<file path="src/rtl/card_regfile_ctrl_if.sv">
// Game-logic write handshake plus register-file write port.
// master: game logic / register file side; slave: card_regfile_ctrl.
interface card_regfile_ctrl_if;
    logic        gl_req;
    logic [3:0]  gl_addr;
    logic [13:0] gl_data;
    logic        gl_ack;
    logic        rf_we;
    logic [3:0]  rf_addr;
    logic [13:0] rf_wdata;

    modport master (
        output gl_req, gl_addr, gl_data,
        input  gl_ack, rf_we, rf_addr, rf_wdata
    );

    modport slave (
        input  gl_req, gl_addr, gl_data,
        output gl_ack, rf_we, rf_addr, rf_wdata
    );
endinterface

</file>
<file path="src/rtl/card_regfile_ctrl.sv">
// Card register-file controller: clears reg 0, loads regs 1..12 from the
// color computer, then grants game-logic writes one per cycle.
// Ports: clk, rst (sync, active-low), start, cc_enable/cc_done/cc_addr/
// cc_data (color computer), bus (gl_* handshake + rf_* write port), busy, ready.
// Optional macro SHUFFLE_EN: rotates init addresses by a seed latched at start.
module card_regfile_ctrl (
    input  logic               clk,
    input  logic               rst,
    input  logic               start,
    output logic               cc_enable,
    input  logic               cc_done,
    input  logic [3:0]         cc_addr,
    input  logic [13:0]        cc_data,
    card_regfile_ctrl_if.slave bus,
    output logic               busy,
    output logic               ready
);
    typedef enum logic [2:0] {
        IDLE, CLEAR0, INIT, FLUSH, READY
    } state_t;

    state_t      state_q, state_d;
    logic        we_q, we_d;
    logic        ack_q, ack_d;
    logic [3:0]  addr_q, addr_d;
    logic [13:0] data_q, data_d;
    logic [3:0]  map_addr;
    logic        cc_valid;

    assign cc_valid = (cc_addr != 4'h0) && (cc_addr <= 4'hC);

`ifdef SHUFFLE_EN
    logic [3:0] cnt_q, seed_q;
    logic [4:0] sum, wrap;
    logic       start_ok;

    assign start_ok = start && ((state_q == IDLE) || (state_q == READY));

    always_ff @(posedge clk) begin
        if (!rst) begin
            cnt_q  <= 4'd0;
            seed_q <= 4'd0;
        end else begin
            cnt_q <= (cnt_q == 4'd11) ? 4'd0 : cnt_q + 4'd1;
            if (start_ok) seed_q <= cnt_q;
        end
    end

    // Rotate 1..12 by seed, staying inside 1..12.
    assign sum      = {1'b0, cc_addr} - 5'd1 + {1'b0, seed_q};
    assign wrap     = (sum >= 5'd12) ? sum - 5'd12 : sum;
    assign map_addr = 4'(wrap + 5'd1);
`else
    assign map_addr = cc_addr;
`endif

    always_comb begin
        state_d = state_q;
        we_d    = 1'b0;
        ack_d   = 1'b0;
        addr_d  = 4'h0;
        data_d  = 14'h0;
        unique case (state_q)
            IDLE: begin
                if (start) state_d = CLEAR0;
            end
            CLEAR0: begin
                we_d    = 1'b1;
                state_d = INIT;
            end
            INIT: begin
                if (cc_valid) begin
                    we_d   = 1'b1;
                    addr_d = map_addr;
                    data_d = cc_data;
                end
                if (cc_done) state_d = FLUSH;
            end
            FLUSH: begin
                // Captures the final cc_addr=C pair.
                if (cc_valid) begin
                    we_d   = 1'b1;
                    addr_d = map_addr;
                    data_d = cc_data;
                end
                state_d = READY;
            end
            READY: begin
                // Restart wins over a coincident request.
                if (start) begin
                    state_d = CLEAR0;
                end else if (bus.gl_req) begin
                    we_d   = 1'b1;
                    ack_d  = 1'b1;
                    addr_d = bus.gl_addr;
                    data_d = bus.gl_data;
                end
            end
            default: state_d = IDLE;
        endcase
    end

    always_ff @(posedge clk) begin
        if (!rst) begin
            state_q <= IDLE;
            we_q    <= 1'b0;
            ack_q   <= 1'b0;
            addr_q  <= 4'h0;
            data_q  <= 14'h0;
        end else begin
            state_q <= state_d;
            we_q    <= we_d;
            ack_q   <= ack_d;
            addr_q  <= addr_d;
            data_q  <= data_d;
        end
    end

    assign cc_enable    = (state_q == INIT) || (state_q == FLUSH);
    assign busy         = (state_q == CLEAR0) || cc_enable;
    assign ready        = (state_q == READY);
    assign bus.rf_we    = we_q;
    assign bus.gl_ack   = ack_q;
    assign bus.rf_addr  = addr_q;
    assign bus.rf_wdata = data_q;
endmodule
</file>
<file path="src/flat_wrapper.sv">
// flat-port wrapper written by rule: the top's interface ports become plain ports
module card_regfile_ctrl_flat 
  (clk, rst, start, cc_enable, cc_done, cc_addr, cc_data, busy, ready, bus_gl_req, bus_gl_addr, bus_gl_data, bus_gl_ack, bus_rf_we, bus_rf_addr, bus_rf_wdata);
  card_regfile_ctrl_if bus_i ();
  input  logic clk;
  input  logic rst;
  input  logic start;
  output logic cc_enable;
  input  logic cc_done;
  input  logic [3:0] cc_addr;
  input  logic [13:0] cc_data;
  output logic busy;
  output logic ready;
  input wire logic [$bits(bus_i.gl_req)-1:0] bus_gl_req;
  input wire logic [$bits(bus_i.gl_addr)-1:0] bus_gl_addr;
  input wire logic [$bits(bus_i.gl_data)-1:0] bus_gl_data;
  output wire logic [$bits(bus_i.gl_ack)-1:0] bus_gl_ack;
  output wire logic [$bits(bus_i.rf_we)-1:0] bus_rf_we;
  output wire logic [$bits(bus_i.rf_addr)-1:0] bus_rf_addr;
  output wire logic [$bits(bus_i.rf_wdata)-1:0] bus_rf_wdata;
  assign bus_i.gl_req = bus_gl_req;
  assign bus_i.gl_addr = bus_gl_addr;
  assign bus_i.gl_data = bus_gl_data;
  assign bus_gl_ack = bus_i.gl_ack;
  assign bus_rf_we = bus_i.rf_we;
  assign bus_rf_addr = bus_i.rf_addr;
  assign bus_rf_wdata = bus_i.rf_wdata;
  card_regfile_ctrl u_core (.clk(clk), .rst(rst), .start(start), .cc_enable(cc_enable), .cc_done(cc_done), .cc_addr(cc_addr), .cc_data(cc_data), .bus(bus_i), .busy(busy), .ready(ready));
endmodule
</file>
<file path="config.mk">
export PLATFORM = sky130hd
export DESIGN_NAME = card_regfile_ctrl_flat
export DESIGN_NICKNAME = d
export VERILOG_FILES = /design/src/rtl/card_regfile_ctrl_if.sv /design/src/rtl/card_regfile_ctrl.sv /design/src/flat_wrapper.sv
export SDC_FILE = /design/constraint.sdc
export NUM_CORES = 1
export LEC_CHECK = 0
export BUFFER_PORTS_ARGS = -buffer_cell sky130_fd_sc_hd__buf_4
export CORE_AREA = 5 5 55 57
export DETAILED_ROUTE_END_ITERATION = 8
export DIE_AREA = 0 0 60 62
export MAX_ROUTING_LAYER = met4
export PLACE_DENSITY_LB_ADDON = 0.1
export SYNTH_ARGS = -nofsm -noshare
export SYNTH_HDL_FRONTEND = slang
export SYNTH_SLANG_ARGS = --single-unit
</file>
<file path="constraint.sdc">
create_clock -name clk -period 1.9 [get_ports clk]
set_input_delay 0.19 -clock clk [delete_from_list [all_inputs] [get_ports clk]]
set_output_delay 0.19 -clock clk [all_outputs]
set_load 0.1 [all_outputs]
</file>
==> reports/qor.log <==
INFO  status         outcome=completed
INFO  final_layout   num_antenna_cells=0
INFO  power_and_ir_drop post-layout-total-power=1.04mW
INFO  logic_synthesis post_synth_top_flop=sky130_fd_sc_hd__dfxtp_1
INFO  route          detailedRoute.firstPassIterationCount=4
INFO  grt            grt_pass1_vias=1,030
INFO  logic_synthesis syn_inst_count=111
INFO  grt            grt_max_degree=21
INFO  sta            worst-slew-pin-transition=590ps
INFO  sta            layout_worst_path_cycle_share=0.941
INFO  sta            min_period=1790ps
INFO  sta            timing.setup.tns=0ps
INFO  power_and_ir_drop peakVddDrop=0.570mV
INFO  setup_path     critical_path.max_fanout=8
INFO  floorplanning  rows=18
INFO  route          num_vias=1,052
INFO  route          drcViolationCount=0
INFO  route          detail_route.wl_per_cell=14.2µm
INFO  setup_path     critical_setup_path_class=flop to output pin
INFO  setup_path     setup.worst_path.start_class=flop
INFO  setup_path     critical_path.max_stage_delay=580ps
INFO  placement      port_buffers=63
INFO  setup_path     worstSetupEndpointType=output pin
INFO  clocking       worstSkewPairLatency=320ps
INFO  logic_synthesis synthDominantAreaCellType=sky130_fd_sc_hd__dfxtp_1
INFO  logic_synthesis postSynth.asyncResetShare=0
INFO  grt            first_pass_grt_wire_length=4420µm
INFO  setup_path     signal_arrival_time_at_the_worst_endpoint=1600ps
INFO  logic_synthesis synth_cell_type_count=24
INFO  final_layout   fill_cells=209
INFO  logic_synthesis yosys-top-cells-count=sky130_fd_sc_hd__dfxtp_1, sky130_fd_sc_hd__nand3_1, sky130_fd_sc_hd__nand4_1
INFO  worst_hold_path min-delay-path-class=primary input to flop
INFO  sta            rsz_0062_raised_after_global_routing=false
INFO  logic_synthesis synth-seq-area-share=0.452
INFO  clocking       tritoncts.num_buffers=3
INFO  logic_synthesis synth_fp_nets=152
INFO  power_and_ir_drop leakagePower=0.624nW
INFO  logic_synthesis yosys.area.top_type_share=0.452
INFO  floorplanning  floorplan.die.height=62µm
INFO  clocking       clock_tree.root_cell=sky130_fd_sc_hd__clkbuf_4
INFO  power_and_ir_drop power_density=667nW/µm²
INFO  clocking       cts_resized=0
INFO  placement      dp_hpwl=2210µm
INFO  placement      place_worst_setup_slack=451ps
INFO  logic_synthesis synthesis.area=1020µm²
INFO  sta            finalHoldViolCount=0
INFO  final_layout   multi_input_comb_area=514µm²
INFO  sta            timing.slew.headroom=0.605
INFO  clocking       numClockSinks=23
INFO  logic_synthesis yosys_warnings=0
INFO  sta            max_freq=560MHz
INFO  logic_synthesis synth_edf_count=0
INFO  floorplanning  fp.dieArea=3720µm²
INFO  run            max_cap_viol_count=0
INFO  logic_synthesis synth.area.top_cells=sky130_fd_sc_hd__dfxtp_1, sky130_fd_sc_hd__nand3_1, sky130_fd_sc_hd__nand4_1
INFO  logic_synthesis synth_seq_cells=23
INFO  final_layout   sequential_cell_area=460µm²
INFO  route          route.detailed.vias_per_inst=5.18
INFO  logic_synthesis synthesis.area_per_instance=9.19µm²
INFO  setup_path     critical_path_required_time=1710ps
INFO  floorplanning  chipWidth=60µm
INFO  clocking       cts_tree=yes
INFO  clocking       holdBufCountCts=0
INFO  setup_path     worst_path_dominant_cell_family=flip-flops
INFO  final_layout   layout.nets=215
INFO  sta            fin_worst_skew=11.5ps
INFO  clocking       clk_slew_on_worst_s_h_paths=140ps
INFO  floorplanning  floorplan.io_pins=64
INFO  clocking       ctsLongestPathBuffers=2
INFO  clocking       cts.repair_timing.setup_buffer_count=0
INFO  grt            initial_antenna_violation_count=0
INFO  route          wirelength=2890µm
INFO  placement      place.gp.congestion=0.740
INFO  route          antenna_violating_nets_post_route=0
INFO  floorplanning  core_area=2430µm²
INFO  sta            setup_violations=0
INFO  clocking       htree_num_levels=1
INFO  setup_path     critPathBufInv=1
INFO  route          drtIter0Drc=22
INFO  sta            final_worst_slack=113ps
INFO  floorplanning  initial_core_util=0.419
INFO  final_layout   syn_to_final_growth=52.8%
INFO  setup_path     worst_path_max_delay_cell=sky130_fd_sc_hd__dfxtp_1
INFO  final_layout   post_route_cells_drive_above_1_share=0.509
INFO  grt            grt_overflow=0
INFO  setup_path     crit_path_cell_trace=nor2b_2 > buf_4
INFO  grt            grt_use_total=0.161
INFO  sta            slew_viol_final=0
[cell usage in the layout, fill, tap and decap left out, types with 2 or more instances in the layout]
| cell | count |
|---|---|
| sky130_fd_sc_hd__buf_4 | 69 |
| sky130_fd_sc_hd__nand3_1 | 23 |
| sky130_fd_sc_hd__dfxtp_1 | 23 |
| sky130_fd_sc_hd__nand4_1 | 14 |
| sky130_fd_sc_hd__a21oi_1 | 11 |
| sky130_fd_sc_hd__a21oi_2 | 9 |
| sky130_fd_sc_hd__nor3b_1 | 3 |
| sky130_fd_sc_hd__clkbuf_4 | 3 |
| sky130_fd_sc_hd__o21ai_0 | 2 |
[through the flow]
stage | hold slack, ps | std cells | util | instance area (µm²)
after CTS | 110 | 203 | 0.640 | 1560
after detailed placement | 461 | 199 | 0.629 | 1530
final | 115 | 203 | 0.640 | 1560
after global placement | 458 | 199 | 0.629 | 1530
after global routing | 111 | 203 | 0.640 | 1560
after floorplan | 307 | 111 | - | 1040
[layout make-up]
cell class,instances,share of cell area
Sequential cell,23,0.296
Timing Repair Buffer,69,0.333
Multi-Input combinational cell,77,0.330
Clock buffer,3,0.0145
Clock inverter,1,0.00321
Tap cell,30,0.0241
[logic make-up (layout without fill, tap and decap cells)]
family,after synthesis,count (layout),share of synthesized area
buffers and inverters,11,73,0.0761
xor gates and xnor gates,1,1,0.00859
AOI/OAI and AO/OA,26,26,0.172
DFF,23,23,0.452
and+or+nand+nor,50,50,0.292
[flip-flops by register name, summed over array words and instances, names as in the netlist]
| name | cells |
|---|---|
| u_core.bus.gl_ack | 1 |
| u_core.bus.rf_we | 1 |
| u_core.bus.rf_wdata | 14 |
| u_core.state_q | 3 |
| u_core.bus.rf_addr | 4 |
[layer usage]
metal / GRT usage / vias up / routed length (µm)
met4: 0.0475 / 0 / 31
met1: 0.173 / 470 / 1150
met2: 0.289 / 38 / 1460
met3: 0.0455 / 4 / 241
met5: - / - / 0
li1: - / 540 / -
[tightest hold or removal path, stage by stage]
cell	delay, ps
sky130_fd_sc_hd__buf_4	110
sky130_fd_sc_hd__nand4_1	50
sky130_fd_sc_hd__a21oi_1	50
[path summary, 6_finish.rpt]
kind,depth (start not counted),slack [ps],to,from
hold reg to reg,1,590,u_core.state_q[1],u_core.state_q[2]
setup / recovery,2,110,cc_enable,u_core.state_q[1]
hold / removal,3,120,u_core.bus.rf_wdata[3],cc_data[3]
setup reg to reg,4,410,u_core.bus.rf_wdata[10],u_core.state_q[1]
[power breakdown]
group	total (mW)	switching (mW)	internal, mW
combinational	0.296	0.186	0.109
clock	0.232	0.153	0.0788
sequential	0.512	0.0179	0.494
total	1.04	0.358	0.682
No activity file was read; power rests on OpenSTA's default activity.
